File: config.mk
export PLATFORM = sky130hd
export DESIGN_NAME = mem_port_arbiter
export DESIGN_NICKNAME = d
export VERILOG_FILES = /design/src/rtl/mem_port_arbiter.sv
export SDC_FILE = /design/constraint.sdc
export NUM_CORES = 1
export LEC_CHECK = 0
export BUFFER_PORTS_ARGS = -buffer_cell sky130_fd_sc_hd__buf_4
export CAP_MARGIN = 0
export CORE_MARGIN = 2
export CORE_UTILIZATION = 46
export CTS_CLUSTER_DIAMETER = 40
export DETAILED_ROUTE_END_ITERATION = 8
export PLACE_DENSITY = 0.84
export SLEW_MARGIN = 20
export SYNTH_ARGS = -nofsm -noshare
export SYNTH_HDL_FRONTEND = slang
export SYNTH_SLANG_ARGS = --single-unit
File: constraint.sdc
create_clock -name clock -period 2 [get_ports clock]
set_clock_uncertainty 0.1 [all_clocks]
set_input_delay 0.4 -clock clock [delete_from_list [all_inputs] [get_ports clock]]
set_output_delay 0.4 -clock clock [all_outputs]
set_load 0.1 [all_outputs]
File: src/rtl/mem_port_arbiter.sv
// Purpose: shares one single-port word memory between I-fetch and D ports, one access at a time.
// Latency: request sampled -> done after LATENCY+1 edges; one access per LATENCY+2 cycles.
// Backpressure: requester holds req until its done; ARB_ROUND_ROBIN_EN alternates contested grants.
module mem_port_arbiter #(
  parameter int LATENCY = 2,
  parameter int AW      = 32,
  parameter int DW      = 32
) (
  input  logic          clock,
  input  logic          reset,
  input  logic          i_req,
  input  logic [AW-1:0] i_addr,
  output logic          i_done,
  output logic [DW-1:0] i_rdata,
  input  logic          d_req,
  input  logic          d_we,
  input  logic [AW-1:0] d_addr,
  input  logic [DW-1:0] d_wdata,
  output logic          d_done,
  output logic [DW-1:0] d_rdata,
  output logic          mem_ren,
  output logic          mem_wen,
  output logic [AW-1:0] mem_addr,
  output logic [DW-1:0] mem_din,
  input  logic [DW-1:0] mem_dout,
  output logic          busy
);

  localparam int CW = (LATENCY > 1) ? $clog2(LATENCY) : 1;

  typedef enum logic [1:0] {IDLE, ACCESS, DONE} state_t;

  state_t        state, state_nxt;
  logic [CW-1:0] cnt, cnt_nxt;
  logic          owner_d, we_q;
  logic [AW-1:0] addr_q;
  logic [DW-1:0] wdata_q;
  logic          start, grant_d, last_cycle;
  logic          ren_nxt, wen_nxt;

  assign start      = i_req | d_req;
  assign last_cycle = (state == ACCESS) && (cnt == '0);

`ifdef ARB_ROUND_ROBIN_EN
  // Reset favours D so the first contested grant goes to the older instruction.
  logic prefer_d;

  assign grant_d = d_req & (~i_req | prefer_d);

  always_ff @(posedge clock or negedge reset) begin
    if (!reset) begin
      prefer_d <= 1'b1;
    end else if (state == IDLE && start) begin
      prefer_d <= ~grant_d;
    end
  end
`else
  assign grant_d = d_req;
`endif

  always_comb begin
    state_nxt = state;
    cnt_nxt   = cnt;
    ren_nxt   = 1'b0;
    wen_nxt   = 1'b0;
    case (state)
      IDLE: begin
        if (start) begin
          state_nxt = ACCESS;
          cnt_nxt   = CW'(LATENCY - 1);
          wen_nxt   = grant_d & d_we;
          ren_nxt   = ~(grant_d & d_we);
        end
      end
      ACCESS: begin
        if (cnt == '0) begin
          state_nxt = DONE;
        end else begin
          cnt_nxt = cnt - CW'(1);
          ren_nxt = ~we_q;
          wen_nxt = we_q;
        end
      end
      DONE:    state_nxt = IDLE;
      default: state_nxt = IDLE;
    endcase
  end

  always_ff @(posedge clock or negedge reset) begin
    if (!reset) begin
      state   <= IDLE;
      cnt     <= '0;
      owner_d <= 1'b0;
      we_q    <= 1'b0;
      addr_q  <= '0;
      wdata_q <= '0;
      mem_ren <= 1'b0;
      mem_wen <= 1'b0;
      i_done  <= 1'b0;
      d_done  <= 1'b0;
      i_rdata <= '0;
      d_rdata <= '0;
    end else begin
      state   <= state_nxt;
      cnt     <= cnt_nxt;
      mem_ren <= ren_nxt;
      mem_wen <= wen_nxt;
      i_done  <= last_cycle & ~owner_d;
      d_done  <= last_cycle & owner_d;
      if (state == IDLE && start) begin
        owner_d <= grant_d;
        we_q    <= grant_d & d_we;
        addr_q  <= grant_d ? d_addr : i_addr;
        wdata_q <= grant_d ? d_wdata : '0;
      end
      if (last_cycle && !owner_d) begin
        i_rdata <= mem_dout;
      end
      if (last_cycle && owner_d && !we_q) begin
        d_rdata <= mem_dout;
      end
    end
  end

  assign mem_addr = addr_q;
  assign mem_din  = wdata_q;
  assign busy     = (state != IDLE);

endmodule

---- After elaboration in Yosys (flattened, before gate mapping) ----
Cells that the tools add are included.
storage, ports and cells
  flip-flop bits (word level) ............. 137
  input port bits ......................... 133
  output and inout port bits .............. 133
  word-level logic and storage cells ...... 50
operators by class
  $add $sub $neg .......................... 1
  eq/ne operators ......................... 3
  muxes and demuxes ....................... 14
  bitwise logic cells ..................... 8
  reduce and logical (&&, ||, !) cells .... 12
operator list
  cell                   count
  $mux W32               2
  $mux W1                6
  $pmux W1 S2            3
  $logic_and A1 B1 Y1    5
  $mux W2                2
  $ne A2 B2 Y1 const B   2
  $not A1 Y1             4
  $pmux W2 S2            1
  $reduce_and A2 Y1      2
  $reduce_bool A2 Y1     2
  $and A1 B1 Y1          3
  $eq A2 B1 Y1 const B   1
  $logic_not A1 Y1       2
  $logic_not A2 Y1       1
  $or A1 B1 Y1           1
  $sub A1 B1 Y1 const B  1

---- Logic depth before layout (Yosys ltp) ----
  depth after elaboration ................. 4
  mapped depth ............................ 5
  mapped depth without buffers ............ 3

---- Least setup slack after synthesis ----
Ideal clock, no wire load.
  path kind ............................... input port to flip-flop
  from .................................... input d_req
  to ...................................... register addr_q[23], in the netlist mem_addr[23]
  setup time .............................. 0.126 ns
  data arrival time ....................... 1.488 ns
  required time ........................... 1.774 ns
  slack ................................... 0.286 ns
  cell stages on the path ................. 4
  path buffers ............................ 2
  path through ............................ buf_2 > buf_1 > mux2_2 > mux2_2
on the way
  word-level cells in the longest chain between the ends .. 2
  elaborated cells on any way between the ends .. 3
  classes of those cells .................. mux (1); bitwise (1); reduce/logical (1)
ends and longest elaborated chain
  item                    RTL line  source
  start: declaration      15        input logic d_req,
  $or A1 B1 Y1            41        assign start = i_req | d_req;
  $logic_and A1 B1 Y1     110       if (state == IDLE && start) begin
  end signal: assignment  113       addr_q <= grant_d ? d_addr : i_addr;
  end: declaration        36        logic [AW-1:0] addr_q;
Parallel ways exist; a longest one is shown, timed or not.
A chain may end at the register's enable or synchronous reset.

---- Final worst setup path ----
  from .................................... register state[0]
  to ...................................... output busy
on the way
  word-level cells in the longest chain between the ends .. 1
ends and longest elaborated chain
  item                      RTL line  source
  start: declaration        33        state_t state, state_nxt;
  start signal: assignment  104       state <= state_nxt;
  $reduce_bool A2 Y1        127       assign busy = (state != IDLE);
  end: declaration          26        output logic busy
No other way between the ends.

==> run summary <==
CTS tree: done
number of routed nets with antenna violations: 0
Critical Path RT: 1500 ps
drt total wl: 13.8 mm
Max Slew Vio Count: 0
postcts setup bufs: 0
Data arrival, critical path: 1420 ps
residual DRC count: 0
via count: 3904
status: complete, no violations
Final nets: 746
fmax: 0.520 GHz
global-route wire length before repair: 21.9 mm
vias in the first global route: 4263
vias per cell: 5.09
DIE WIDTH: 113 um
Port Buffers: 265
slew margin rel.: 0.697
Clock Tree Buf Depth: 2
Worst Path Max Fanout: 5
post-route insts no fill: 767
Routability Congestion: 0.850
pin count of the biggest net entering global routing: 44
worst path bufs/invs: 2
Post-Syn Instances: 339
First DRT Iteration DRCs: 197
Netlist Area Pre-Place: 0.00544 mm^2
Tmin final: 1920 ps
Cells after DPL: 736
grt ovf: 0
post-DP HPWL: 10.2 mm
die height: 113 um
CP endpoint kind: output pin
IO Count: 266
r2r setup slk: 250 ps
row cnt: 39
final setup fails: 0
layout cell share with drive strength beyond 1: 0.700
family with the most delay on the worst path: flip-flops
post-synthesis sequential area ratio: 0.630
Avg Cell Area, Syn: 16.0 um^2
routed len/inst: 17.9 um
CTS buffer count: 17
CP Cell Sequence: nor2_2, inv_1, buf_4
Overall Global Routing Usage: 0.222
Unique masters post-synth: 21
H-tree depth: 4
clock slew at reported path FFs: 60 ps
CORE AREA: 0.0115 mm^2
slowest CP cell: dfrtp_1
WHS: 100 ps
Initial Util: 0.474
CP max stage delay: 420 ps
Fin. Hold Viols: 0
critical path class: reg2out
Skew-Pair Late Insertion Delay: 410 ps
root buf cell: clkbuf_16
flop and latch count out of synthesis: 137
initial antenna violation count: 0
worst slew pin tran: 454 ps
Die ar.: 0.0127 mm^2
Fillers: 764
Ys Warns: 0
startpoint types: flip-flop
Num Clock Sinks: 137
area grow syn2layout: 51.5%
# diodes: 0
max_cap viols: 0
TNS Setup: 0 ps
RSZ-0062 raised after global routing: false
fin crit share: 0.961
worst min path class: in2reg
drt first pass iters: 4
syn_nets: 472
cell families (layout without fill, tap and decap cells):
logic type,count (synthesis),in the layout,synth area share
and+or+nand+nor,13,13,0.0175
muxes,128,128,0.265
buffers and inverters,23,308,0.0271
DFF,137,137,0.630
AOI/OAI and AO/OA,38,38,0.0598
cell type report:
cell class	count	area [um^2]	share of cell area
clock buffers	22	474	0.0576
flip-flops and latches	137	3430	0.416
inverters	1	3.75	0.000456
clock inverters	8	96.3	0.0117
multi-input cells	179	1880	0.228
well taps	143	179	0.0217
repair buffers	277	2170	0.264
worst paths after layout:
path / start / endpoint / cells after the start
worst max register to register: state[1] / d_rdata[11] / 4
worst max-delay path: state[0] / busy / 3
worst min-delay path: d_wdata[14] / mem_din[14] / 2
min in group asynchronous: reset / i_rdata[10] / 2
worst min register to register: mem_addr[22] / mem_addr[22] / 1
max in group asynchronous: reset / i_rdata[0] / 3
routing by layer:
metal	GRT usage	wire length (um)	vias up	part of all wire
met4	0.117	551	0	0.040
li1	-	-	1773	-
met2	0.374	6990	192	0.51
met5	0	0	-	0
met1	0.252	5000	1897	0.36
met3	0.0728	1210	42	0.088
layout by cell type, fill, tap and decap left out:
cell type and count:
o21ai_4 1, buf_12 7, a21o_1 1, nor2_2 1, a32o_1 1, bufinv_16 2, clkinvlp_4 1, nor2b_1 1
buf_6 1, nor4b_4 1, nand2b_4 1, dfrtp_1 137, dlygate4sd3_1 1, nor2_1 3, and2_1 3, clkbuf_1 2
clkinv_4 1, inv_1 1, mux2_2 128, nor3_4 1, clkbuf_8 3, buf_4 268, o21a_1 1, nand2_1 2
a22o_1 33, clkbuf_16 17, clkinv_2 4, o22ai_1 1
cells in the mapped netlist (all sizes together):
master	count	area, um^2
nor4b	1	23.8
a21o	1	7.51
o22ai	1	6.26
a32o	1	10.0
a22o	33	289
and2	3	18.8
nand2	2	7.51
nand2b	1	13.8
o21ai	1	5.00
nor2b	1	6.26
o21a	1	7.51
inv	1	3.75
nor2	4	15.0
mux2	128	1440
dfrtp	137	3430
nor3	1	10.0
buf	19	133
clkbuf	3	11.3
state kept, by name, indices dropped and copies added (netlist names):
register	flops
i_done	1
cnt	1
d_rdata	32
mem_din	32
mem_ren	1
mem_addr	32
d_done	1
i_rdata	32
we_q	1
state	2
mem_wen	1
owner_d	1
what timing repair did:
| action | 4_1_cts | 5_1_grt |
|---|---|---|
| endpoints found under the hold margin | 38 | 0 |
| gates resized for setup | 1 | 0 |
| hold buffers | 1 | 0 |
| setup endpoints to repair | 1 | 0 |
stage by stage:
stage	area [um^2]	setup slack (ps)	utilization
finish	8240	78.4	0.718
global route	8240	9.53	0.718
CTS	8240	51.2	0.718
detailed placement	7650	214	0.667
global placement	7650	248	0.667
floorplan	5440	286	-
Power is left out: the tool's default activity adds up to more than one toggle a clock period on the data nets, which glitch-free logic cannot reach.
